<file path="config.mk">
export PLATFORM = sky130hd
export DESIGN_NAME = issue_scheduler_flat
export DESIGN_NICKNAME = d
export VERILOG_FILES = /design/src/rtl/issue_scheduler_if.sv /design/src/rtl/issue_scheduler.sv /design/src/flat_wrapper.sv
export SDC_FILE = /design/constraint.sdc
export NUM_CORES = 1
export LEC_CHECK = 0
export BUFFER_PORTS_ARGS = -buffer_cell sky130_fd_sc_hd__buf_2
export CAP_MARGIN = 20
export CORE_AREA = 2 2 185 187
export CTS_CLUSTER_SIZE = 30
export DETAILED_ROUTE_END_ITERATION = 7
export DIE_AREA = 0 0 187 189
export PLACE_DENSITY = 0.75
export SETUP_SLACK_MARGIN = 0.02
export SYNTH_ARGS = -nofsm -noshare
export SYNTH_HDL_FRONTEND = slang
export SYNTH_SLANG_ARGS = --single-unit
</file>
<file path="constraint.sdc">
create_clock -name clk -period 38.9 [get_ports clk]
set_input_delay 7.78 -clock clk [delete_from_list [all_inputs] [get_ports clk]]
set_output_delay 7.78 -clock clk [all_outputs]
set_load 0.05 [all_outputs]
</file>
<file path="src/rtl/issue_scheduler_if.sv">
// Request/grant bundle between the reservation station and the issue scheduler:
// per-row readiness, target FU and ROB age in; per-FU grant and completion out.
interface issue_scheduler_if #(
  parameter int ROWS = 16
);
  logic              flush;
  logic [ROWS-1:0]   req_valid;
  logic [2*ROWS-1:0] req_fu;
  logic [6*ROWS-1:0] req_age;
  logic [5:0]        rob_head;
  logic [2:0]        grant_valid;
  logic [11:0]       grant_row;
  logic [2:0]        fu_busy;
  logic [2:0]        done;
  logic [11:0]       done_row;

  modport master (
    output flush, req_valid, req_fu, req_age, rob_head,
    input  grant_valid, grant_row, fu_busy, done, done_row
  );

  modport slave (
    input  flush, req_valid, req_fu, req_age, rob_head,
    output grant_valid, grant_row, fu_busy, done, done_row
  );
endinterface

</file>
<file path="src/rtl/issue_scheduler.sv">
// Oldest-first issue scheduler: picks one ready row per FU (two ALUs, one memory
// unit), tracks each FU's occupancy and masks rows that are in flight.
module issue_scheduler #(
  parameter int ROWS    = 16,
  parameter int ALU_LAT = 1,
  parameter int MEM_LAT = 3
) (
  input  logic             clk,
  input  logic             reset,
  issue_scheduler_if.slave ifc
);
  localparam int NFU     = 3;
  localparam int MAX_LAT = (ALU_LAT > MEM_LAT) ? ALU_LAT : MEM_LAT;
  localparam int CNT_W   = $clog2(MAX_LAT + 1);
  localparam logic [CNT_W-1:0] CNT_ONE = CNT_W'(1);

  typedef enum logic {IDLE, BUSY} fu_state_e;

  fu_state_e        state_q [NFU];
  fu_state_e        state_d [NFU];
  logic [CNT_W-1:0] cnt_q   [NFU];
  logic [CNT_W-1:0] cnt_d   [NFU];
  logic [3:0]       row_q   [NFU];
  logic [3:0]       row_d   [NFU];
  logic [3:0]       gr_q    [NFU];
  logic [3:0]       gr_d    [NFU];
  logic [NFU-1:0]   gv_q, gv_d;
  logic [ROWS-1:0]  mask_q, mask_d;

  logic [5:0]       age_dist [ROWS];
  logic [NFU-1:0]   has_cand;
  logic [3:0]       win_row  [NFU];
  logic [5:0]       win_dist [NFU];
  logic [NFU-1:0]   fu_busy, fu_done;
  logic [4*NFU-1:0] grant_row, done_row;

  function automatic logic [CNT_W-1:0] fu_lat(input int f);
    return (f == 2) ? CNT_W'(MEM_LAT) : CNT_W'(ALU_LAT);
  endfunction

  // Distance from the ROB head; 6-bit wrap makes entries just past the head oldest.
  always_comb begin
    for (int i = 0; i < ROWS; i++) age_dist[i] = ifc.req_age[6*i +: 6] - ifc.rob_head;
  end

  // Strict less-than while scanning upward gives ties to the lowest row; FU code 3
  // never matches any f, so those rows are never candidates.
  always_comb begin
    for (int f = 0; f < NFU; f++) begin
      has_cand[f] = 1'b0;
      win_row[f]  = '0;
      win_dist[f] = '0;
    end
    for (int f = 0; f < NFU; f++) begin
      for (int i = 0; i < ROWS; i++) begin
        if (ifc.req_valid[i] && !mask_q[i] && ifc.req_fu[2*i +: 2] == 2'(f) &&
            (!has_cand[f] || age_dist[i] < win_dist[f])) begin
          has_cand[f] = 1'b1;
          win_row[f]  = 4'(i);
          win_dist[f] = age_dist[i];
        end
      end
    end
  end

  always_comb begin
    for (int f = 0; f < NFU; f++) begin
      fu_busy[f]            = (state_q[f] == BUSY);
      fu_done[f]            = (state_q[f] == BUSY) && (cnt_q[f] == CNT_ONE);
      done_row[4*f +: 4]    = fu_done[f] ? row_q[f] : 4'd0;
      grant_row[4*f +: 4]   = gr_q[f];
    end
  end

  always_comb begin
    // NOTE: every variable written here gets a default first, so no path can infer a latch.
    state_d = state_q;
    cnt_d   = cnt_q;
    row_d   = row_q;
    mask_d  = mask_q;
    gv_d    = '0;
    for (int f = 0; f < NFU; f++) gr_d[f] = '0;

    for (int f = 0; f < NFU; f++) begin
      if (fu_done[f]) mask_d[row_q[f]] = 1'b0;
      if (state_q[f] == BUSY) begin
        cnt_d[f] = cnt_q[f] - CNT_ONE;
        if (fu_done[f]) state_d[f] = IDLE;
      end
      // The done cycle doubles as an accept slot so back-to-back ops lose no cycle.
      if ((state_q[f] == IDLE || fu_done[f]) && has_cand[f] && !ifc.flush) begin
        state_d[f]          = BUSY;
        cnt_d[f]            = fu_lat(f);
        row_d[f]            = win_row[f];
        gv_d[f]             = 1'b1;
        gr_d[f]             = win_row[f];
        mask_d[win_row[f]]  = 1'b1;
      end
    end

    if (ifc.flush) begin
      for (int f = 0; f < NFU; f++) begin
        state_d[f] = IDLE;
        cnt_d[f]   = '0;
      end
      mask_d = '0;
      gv_d   = '0;
    end
  end

  always_ff @(posedge clk or posedge reset) begin
    if (reset) begin
      // NOTE: the per-FU arrays feed outputs directly, so they are reset like any other flop.
      for (int f = 0; f < NFU; f++) begin
        state_q[f] <= IDLE;
        cnt_q[f]   <= '0;
        row_q[f]   <= '0;
        gr_q[f]    <= '0;
      end
      gv_q   <= '0;
      mask_q <= '0;
    end else begin
      // NOTE: non-blocking so every flop samples the pre-edge value of every other.
      state_q <= state_d;
      cnt_q   <= cnt_d;
      row_q   <= row_d;
      gr_q    <= gr_d;
      gv_q    <= gv_d;
      mask_q  <= mask_d;
    end
  end

  assign ifc.grant_valid = gv_q;
  assign ifc.grant_row   = grant_row;
  assign ifc.fu_busy     = fu_busy;
  assign ifc.done        = fu_done;
  assign ifc.done_row    = done_row;
endmodule

</file>
<file path="src/flat_wrapper.sv">
// flat-port wrapper written by rule: the top's interface ports become plain ports
module issue_scheduler_flat 
#(
  parameter int ROWS    = 16,
  parameter int ALU_LAT = 1,
  parameter int MEM_LAT = 3
)
  (clk, reset, ifc_flush, ifc_req_valid, ifc_req_fu, ifc_req_age, ifc_rob_head, ifc_grant_valid, ifc_grant_row, ifc_fu_busy, ifc_done, ifc_done_row);
  issue_scheduler_if #(.ROWS(ROWS)) ifc_i ();
  input  logic clk;
  input  logic reset;
  input wire logic [$bits(ifc_i.flush)-1:0] ifc_flush;
  input wire logic [$bits(ifc_i.req_valid)-1:0] ifc_req_valid;
  input wire logic [$bits(ifc_i.req_fu)-1:0] ifc_req_fu;
  input wire logic [$bits(ifc_i.req_age)-1:0] ifc_req_age;
  input wire logic [$bits(ifc_i.rob_head)-1:0] ifc_rob_head;
  output wire logic [$bits(ifc_i.grant_valid)-1:0] ifc_grant_valid;
  output wire logic [$bits(ifc_i.grant_row)-1:0] ifc_grant_row;
  output wire logic [$bits(ifc_i.fu_busy)-1:0] ifc_fu_busy;
  output wire logic [$bits(ifc_i.done)-1:0] ifc_done;
  output wire logic [$bits(ifc_i.done_row)-1:0] ifc_done_row;
  assign ifc_i.flush = ifc_flush;
  assign ifc_i.req_valid = ifc_req_valid;
  assign ifc_i.req_fu = ifc_req_fu;
  assign ifc_i.req_age = ifc_req_age;
  assign ifc_i.rob_head = ifc_rob_head;
  assign ifc_grant_valid = ifc_i.grant_valid;
  assign ifc_grant_row = ifc_i.grant_row;
  assign ifc_fu_busy = ifc_i.fu_busy;
  assign ifc_done = ifc_i.done;
  assign ifc_done_row = ifc_i.done_row;
  issue_scheduler #(.ROWS(ROWS), .ALU_LAT(ALU_LAT), .MEM_LAT(MEM_LAT)) u_core (.clk(clk), .reset(reset), .ifc(ifc_i));
endmodule
</file>
* After elaboration in Yosys (flattened, before gate mapping) *
Index checks and enable logic that the tools add are counted.
W data, S select, Z words.

storage, ports and cells
  flip-flop bits (word level) = 52
  output and inout bits = 33
  word-level logic and storage cells = 574

cells by class
  $add $sub $neg = 19
  $lt $le $gt $ge = 57
  equality and inequality tests = 35
  mux-type cells = 184
  bitwise logic cells = 12
  reduce and logical (&&, ||, !) cells = 253

operator list
  cell                   number
  $mux W6                46
  $lt A6 B6 Y1           45
  $logic_and A1 B1 Y1    124
  $mux W4                30
  $mux W16               7
  $sub A6 B6 Y6          16
  $mux W1                69
  $logic_not A1 Y1       62
  $and A16 B16 Y16       3
  $logic_or A1 B1 Y1     48
  $not A16 Y16           3
  $or A16 B16 Y16        3
  $mux W3                14
  $eq A2 B1 Y1 const B   19
  $eq A2 B2 Y1 const B   16
  $logic_not A2 Y1       16
  $lt A4 B5 Y1 const B   6
  $demux W1 S4           6
  $ge A4 B1 Y1 const B   6
  $mux W2                12
  $reduce_bool A3 Y1     3
  $sub A2 B1 Y2 const B  3
  $not A1 Y1             3

* Depth between registers and ports, before layout *
  word-level depth = 79
  mapped depth = 172

* Least setup slack after synthesis *
Ideal clock, no wire load.

  path type = input-to-reg
  start point = input port ifc_rob_head[1]
  end point = register u_core.mask_q[5]
  setup time = 0.135 ns
  arrival = 38.311 ns
  path slack = 0.454 ns
  stages on the path = 164
  path buffers = 15
  path through = inv_1 > ha_1 > nor2b_1 > o21a_1 > o21ai_0 > a21boi_0 > or3_1 > nand2_1 > nand2_1 > ha_1 > o21a_1 > o21ai_1 > a31o_2 > nand2_1 > mux2_2 > ha_1 > nand2_1 > o211a_1 > [128 not listed] > nor2_1 > o21ai_0 > and2_1 > buf_1 > nor3_1 > mux2_2 > ha_1 > a21o_1 > a221oi_1 > o21ai_0 > a21boi_0 > nor2b_1 > a32o_1 > a31o_2 > clkbuf_1 > nor3_1 > a221oi_1 > o22ai_1

between the ends
  longest elaborated chain between the ends = 77
  elaborated cells on any way between the ends = 360
  those cells by class = add/sub: 16; order compare: 51; mux: 147; bitwise: 5; reduce/logical: 141

RTL lines
  item                                              RTL line                source
  start, declared                                   flat_wrapper.sv:16      input wire logic [$bits(ifc_i.rob_head)-1:0] ifc_rob_head;
  $sub A6 B6 Y6                                     issue_scheduler.sv:43   for (int i = 0; i < ROWS; i++) age_dist[i] = ifc.req_age[6*i +: 6] - ifc.rob_head;
  $mux W6                                           issue_scheduler.sv:56   if (ifc.req_valid[i] && !mask_q[i] && ifc.req_fu[2*i +: 2] == 2'(f) &&
  $lt A6 B6 Y1                                      issue_scheduler.sv:57   (!has_cand[f] || age_dist[i] < win_dist[f])) begin
  $logic_or A1 B1 Y1                                issue_scheduler.sv:57
  $logic_and A1 B1 Y1                               issue_scheduler.sv:56
  $mux W6 or $mux W1 (tied branches)                issue_scheduler.sv:56
  $lt A6 B6 Y1 or $logic_not A1 Y1 (tied branches)  issue_scheduler.sv:57
  $logic_or A1 B1 Y1                                issue_scheduler.sv:57
  [62 not listed]                                   --
  $or A16 B16 Y16 (no line)                         --
  $mux W16                                          issue_scheduler.sv:91   if ((state_q[f] == IDLE || fu_done[f]) && has_cand[f] && !ifc.flush) begin
  $and A16 B16 Y16 (no line)                        --
  $mux W16                                          issue_scheduler.sv:85   if (fu_done[f]) mask_d[row_q[f]] = 1'b0;
  $or A16 B16 Y16 (no line)                         --
  $mux W16 *                                        issue_scheduler.sv:91
  $mux W16 *                                        issue_scheduler.sv:101  if (ifc.flush) begin
  named net u_core.mask_d[5]                        issue_scheduler.sv:28   logic [ROWS-1:0] mask_q, mask_d;
  end signal, assigned                              issue_scheduler.sv:129  mask_q <= mask_d;
  end, declared                                     issue_scheduler.sv:28

The timed path passes the listed nets; every way through them passes the cells marked *.
A chain may end at the register's enable or synchronous reset.

* Worst setup path after layout *
  start point = input port ifc_rob_head[1]
  end point = register u_core.mask_q[11]

Same word-level chain as after synthesis.

==> summary.md <==
| Metric | Value |
|---|---|
| All-Layer GR Usage | `0.407` |
| Pwr Density | `58.6 nW/µm²` |
| Detailed-route DRC error count | `0` |
| Critical Path RT | `39.06 ns` |
| Width of the die | `187 µm` |
| Max cap viols | `0` |
| Vias in the first global route | `20708` |
| Starting DRC count in detailed routing | `2600` |
| Netlist area before placement | `18200 µm²` |
| Static leakage | `10.7 nW` |
| Most prevalent standard cell on the critical path | `sky130_fd_sc_hd__a21o_1` |
| Placed cell area | `21100 µm²` |
| Status | `finished clean` |
| Synth Instances | `2452` |
| Area of the die | `35300 µm²` |
| Async S/R FF share, synth | `1.00` |
| R2R cell count | `156` |
| Total congestion overflow after global routing | `0` |
| Clock latency on the worst-skew pair | `0.29 ns` |
| Hpwl dp | `62400 µm` |
| Area of all sequential standard cells | `1300 µm²` |
| WL/cell | `23.1 µm` |
| Die Y-Extent | `189 µm` |
| H-Tree Level Count | `2` |
| Hold Path Class | `flop to flop` |
| Largest stage delay, worst path | `0.52 ns` |
| CTS tree | `yes` |
| Total number of cells along the worst setup path | `150` |
| Root Buffer Master | `sky130_fd_sc_hd__clkbuf_16` |
| Worst setup path category | `primary input to flop` |
| Total number of clock tree sinks | `52` |
| Clock period minus final worst setup slack | `37.40 ns` |
| Cell at the slowest stage of the critical path | `sky130_fd_sc_hd__a2111o_1` |
| First-pass GRT wire length | `115000 µm` |
| Number of max-slew violations in the final report | `0` |
| Worst clock skew on the final layout | `0.00575 ns` |
| Number of endpoints failing setup at the final stage | `0` |
| Nets | `3319` |
| Number of distinct library cells after synthesis | `103` |
| CTS buffer count | `5` |
| Number of placement rows | `67` |
| Worst setup EP type | `flop` |
| Count of fill cells added during filler insertion | `2977` |
| Drt first pass iters | `6` |
| Leading area contributor after synthesis | `sky130_fd_sc_hd__ha_1` |
| Data arrival time at the worst-slack endpoint | `37.57 ns` |
| Syn nets | `2929` |
| Achievable clock frequency | `26.7 MHz` |
| RePlAce Congestion | `1.04` |
| Remaining number of nets flagged by the antenna check after routing | `0` |
| Area of all placed cells without fillers | `22100 µm²` |
| Final number of hold-violating endpoints | `0` |
| Setup TNS Final | `0 ns` |
| Starting utilization of the core area | `0.546` |
| Final Routed Wirelength | `76000 µm` |
| Number of buffers and inverters on the critical path | `15` |
| Largest cells by area after synthesis | `sky130_fd_sc_hd__ha_1, sky130_fd_sc_hd__dfrtp_1, sky130_fd_sc_hd__a21o_1` |
| Critical Path Source Type | `primary input` |
| CTS clk-pin slew, worst paths | `0.07 ns` |
| Io pins | `186` |
| Max IR drop VDD | `0.0439 mV` |
| Cts hold-fix bufs | `0` |
| Number of cells traversed by the worst hold path | `1` |
| Worst Path Max Fanout | `9` |
| Count of input and output buffers | `185` |
| Worst slew margin | `0.0812` |
| Deepest clock path buffer count | `2` |
| Part of the Yosys area used for sequential elements | `0.0716` |
| Largest delay share family, worst path | `compound AO/OA/AOI/OAI gates` |
| Final cycle utilization of the critical path | `0.962` |
| Fraction of post-synthesis cell area in the top cell type by area | `0.212` |
| Post-synth EDFFs | `0` |
| Number of vias per cell | `6.72` |
| Initial antenna violation count | `0` |
| Final cell utilization of the core | `0.663` |
| Synthesis Warnings | `0` |
| # placed instances | `3246` |
| Commonest register cell after synthesis | `sky130_fd_sc_hd__dfrtp_1` |
| Avg Cell Area, Syn | `7.41 µm²` |
| Measured slew at the worst slew-check pin | `1.37 ns` |
| Area of the multi-input gates | `16500 µm²` |
| Number of register bits inferred by synthesis | `52` |
| Fraction of final layout cells sized beyond drive strength 1 | `0.227` |
| Maximum number of pins on one net before global-route repair | `53` |
| Worst Hold Slack | `0.530 ns` |
| Final Non-Filler Cells | `3291` |
| Number of antenna repair diodes | `0` |
| Layout overhead on the synthesized area | `21.4%` |
| Total vias in the final route | `22117` |
| Core ar. | `33300 µm²` |
power breakdown:
group          switching, mW  total, mW  internal, mW
Sequential            0.0280     0.0996        0.0716
Combinational          0.670       1.15         0.478
Clock                 0.0204     0.0445        0.0241
Total                  0.718       1.29         0.574
synth_stat cells (12+ instances only):
master	number
sky130_fd_sc_hd__a211oi_1	33
sky130_fd_sc_hd__a21boi_0	13
sky130_fd_sc_hd__a21o_1	169
sky130_fd_sc_hd__a21oi_1	211
sky130_fd_sc_hd__a22oi_1	16
sky130_fd_sc_hd__a311oi_1	12
sky130_fd_sc_hd__a31oi_1	44
sky130_fd_sc_hd__and2_1	38
sky130_fd_sc_hd__and3_1	31
sky130_fd_sc_hd__and4_1	25
sky130_fd_sc_hd__clkbuf_1	39
sky130_fd_sc_hd__dfrtp_1	52
sky130_fd_sc_hd__fa_1	16
sky130_fd_sc_hd__ha_1	308
sky130_fd_sc_hd__inv_1	182
sky130_fd_sc_hd__mux2_2	28
sky130_fd_sc_hd__mux2i_1	22
sky130_fd_sc_hd__nand2_1	210
sky130_fd_sc_hd__nand2b_1	36
sky130_fd_sc_hd__nand3_1	49
sky130_fd_sc_hd__nand4_1	28
sky130_fd_sc_hd__nor2_1	184
sky130_fd_sc_hd__nor2b_1	27
sky130_fd_sc_hd__nor3_1	44
sky130_fd_sc_hd__nor3b_1	23
sky130_fd_sc_hd__nor4_1	15
sky130_fd_sc_hd__nor4bb_1	12
sky130_fd_sc_hd__o211ai_1	28
sky130_fd_sc_hd__o21a_1	37
sky130_fd_sc_hd__o21ai_0	115
sky130_fd_sc_hd__o31a_1	12
sky130_fd_sc_hd__o31ai_1	23
sky130_fd_sc_hd__or2_2	27
sky130_fd_sc_hd__or3_1	16
sky130_fd_sc_hd__xnor2_1	41
sky130_fd_sc_hd__xor2_1	39
worst reg2reg max path, delay by kind of cell (launching register included):
kind | cells | cell delay [ns]
AOI/OAI and AO/OA | 79 | 14.64
adders and majority gates | 15 | 4.18
buffers and inverters | 21 | 2.89
DFF | 1 | 0.47
muxes | 3 | 0.79
and+or+nand+nor | 38 | 6.97
path summary, 6_finish.rpt:
path / from / endpoint / slack [ns]
max: ifc_rob_head[1] / u_core.mask_q[11] / 1.50
min: u_core.cnt_q[0] / u_core.cnt_q[0] / 0.53
max reg2reg: u_core.mask_q[0] / u_core.mask_q[8] / 8.91
min reg2reg: u_core.cnt_q[0] / u_core.cnt_q[0] / 0.53
max in group asynchronous: reset / u_core.mask_q[11] / 30.83
min in group asynchronous: reset / u_core.ifc.grant_valid[0] / 7.53
placed cells by master, fill, tap and decap left out, types with 52 or more instances in the layout:
cell and count:
sky130_fd_sc_hd__ha_1 308, sky130_fd_sc_hd__buf_4 246, sky130_fd_sc_hd__nor2_1 176, sky130_fd_sc_hd__dfrtp_1 52
sky130_fd_sc_hd__nand2_1 206, sky130_fd_sc_hd__o21ai_0 94, sky130_fd_sc_hd__a21o_1 167, sky130_fd_sc_hd__inv_1 180
sky130_fd_sc_hd__a21oi_1 194, sky130_fd_sc_hd__buf_2 187
what timing repair did:
action | CTS | global route
setup endpoints to repair | 24 | 40
buffers inserted | 0 | 33
pin swaps | 0 | 17
gates resized for setup | 6 | 133
logic make-up after synthesis:
logic type | share of synthesized area
AND/OR/NAND/NOR | 0.246
AO/OA/AOI/OAI | 0.335
buffers and inverters | 0.0497
flip-flops | 0.0716
XOR/XNOR | 0.0386
multiplexers | 0.0295
adder cells (fa/ha/maj) | 0.230
per-stage QoR:
| step | total power, mW | setup WS (ns) |
|---|---|---|
| CTS | 1.21 | 0.0917 |
| global route | 1.39 | -0.484 |
| floorplan | 0.786 | 0.454 |
| finish | 1.29 | 1.50 |
| global placement | 1.13 | -1.06 |
| detailed placement | 1.16 | -1.26 |
area by class of cell:
| cell class | count | share of cell area |
|---|---|---|
| clock buffers | 7 | 0.00601 |
| clock inverters | 1 | 0.000397 |
| inverters | 183 | 0.0311 |
| multi-input cells | 2163 | 0.750 |
| flip-flops and latches | 52 | 0.0590 |
| well taps | 448 | 0.0254 |
| repair buffers | 437 | 0.128 |
flip-flops by register name, indices dropped and copies added (netlist names):
| register | flops |
|---|---|
| u_core.mask_q | 16 |
| u_core.ifc.grant_row | 12 |
| u_core.row_q | 12 |
| u_core.cnt_q | 6 |
| u_core.ifc.fu_busy | 3 |
| u_core.ifc.grant_valid | 3 |
routing by layer:
metal  GRT usage  vias to the layer above  wire (µm)  part of all wire
li1            -                    10095          -                 -
met1       0.569                    10395      32600              0.43
met2       0.645                     1428      32500              0.43
met3      0.0578                      199       8020              0.11
met4       0.130                        0       2820             0.037
met5           0                        -          0                 0
Power figures use the tool's default switching activity.
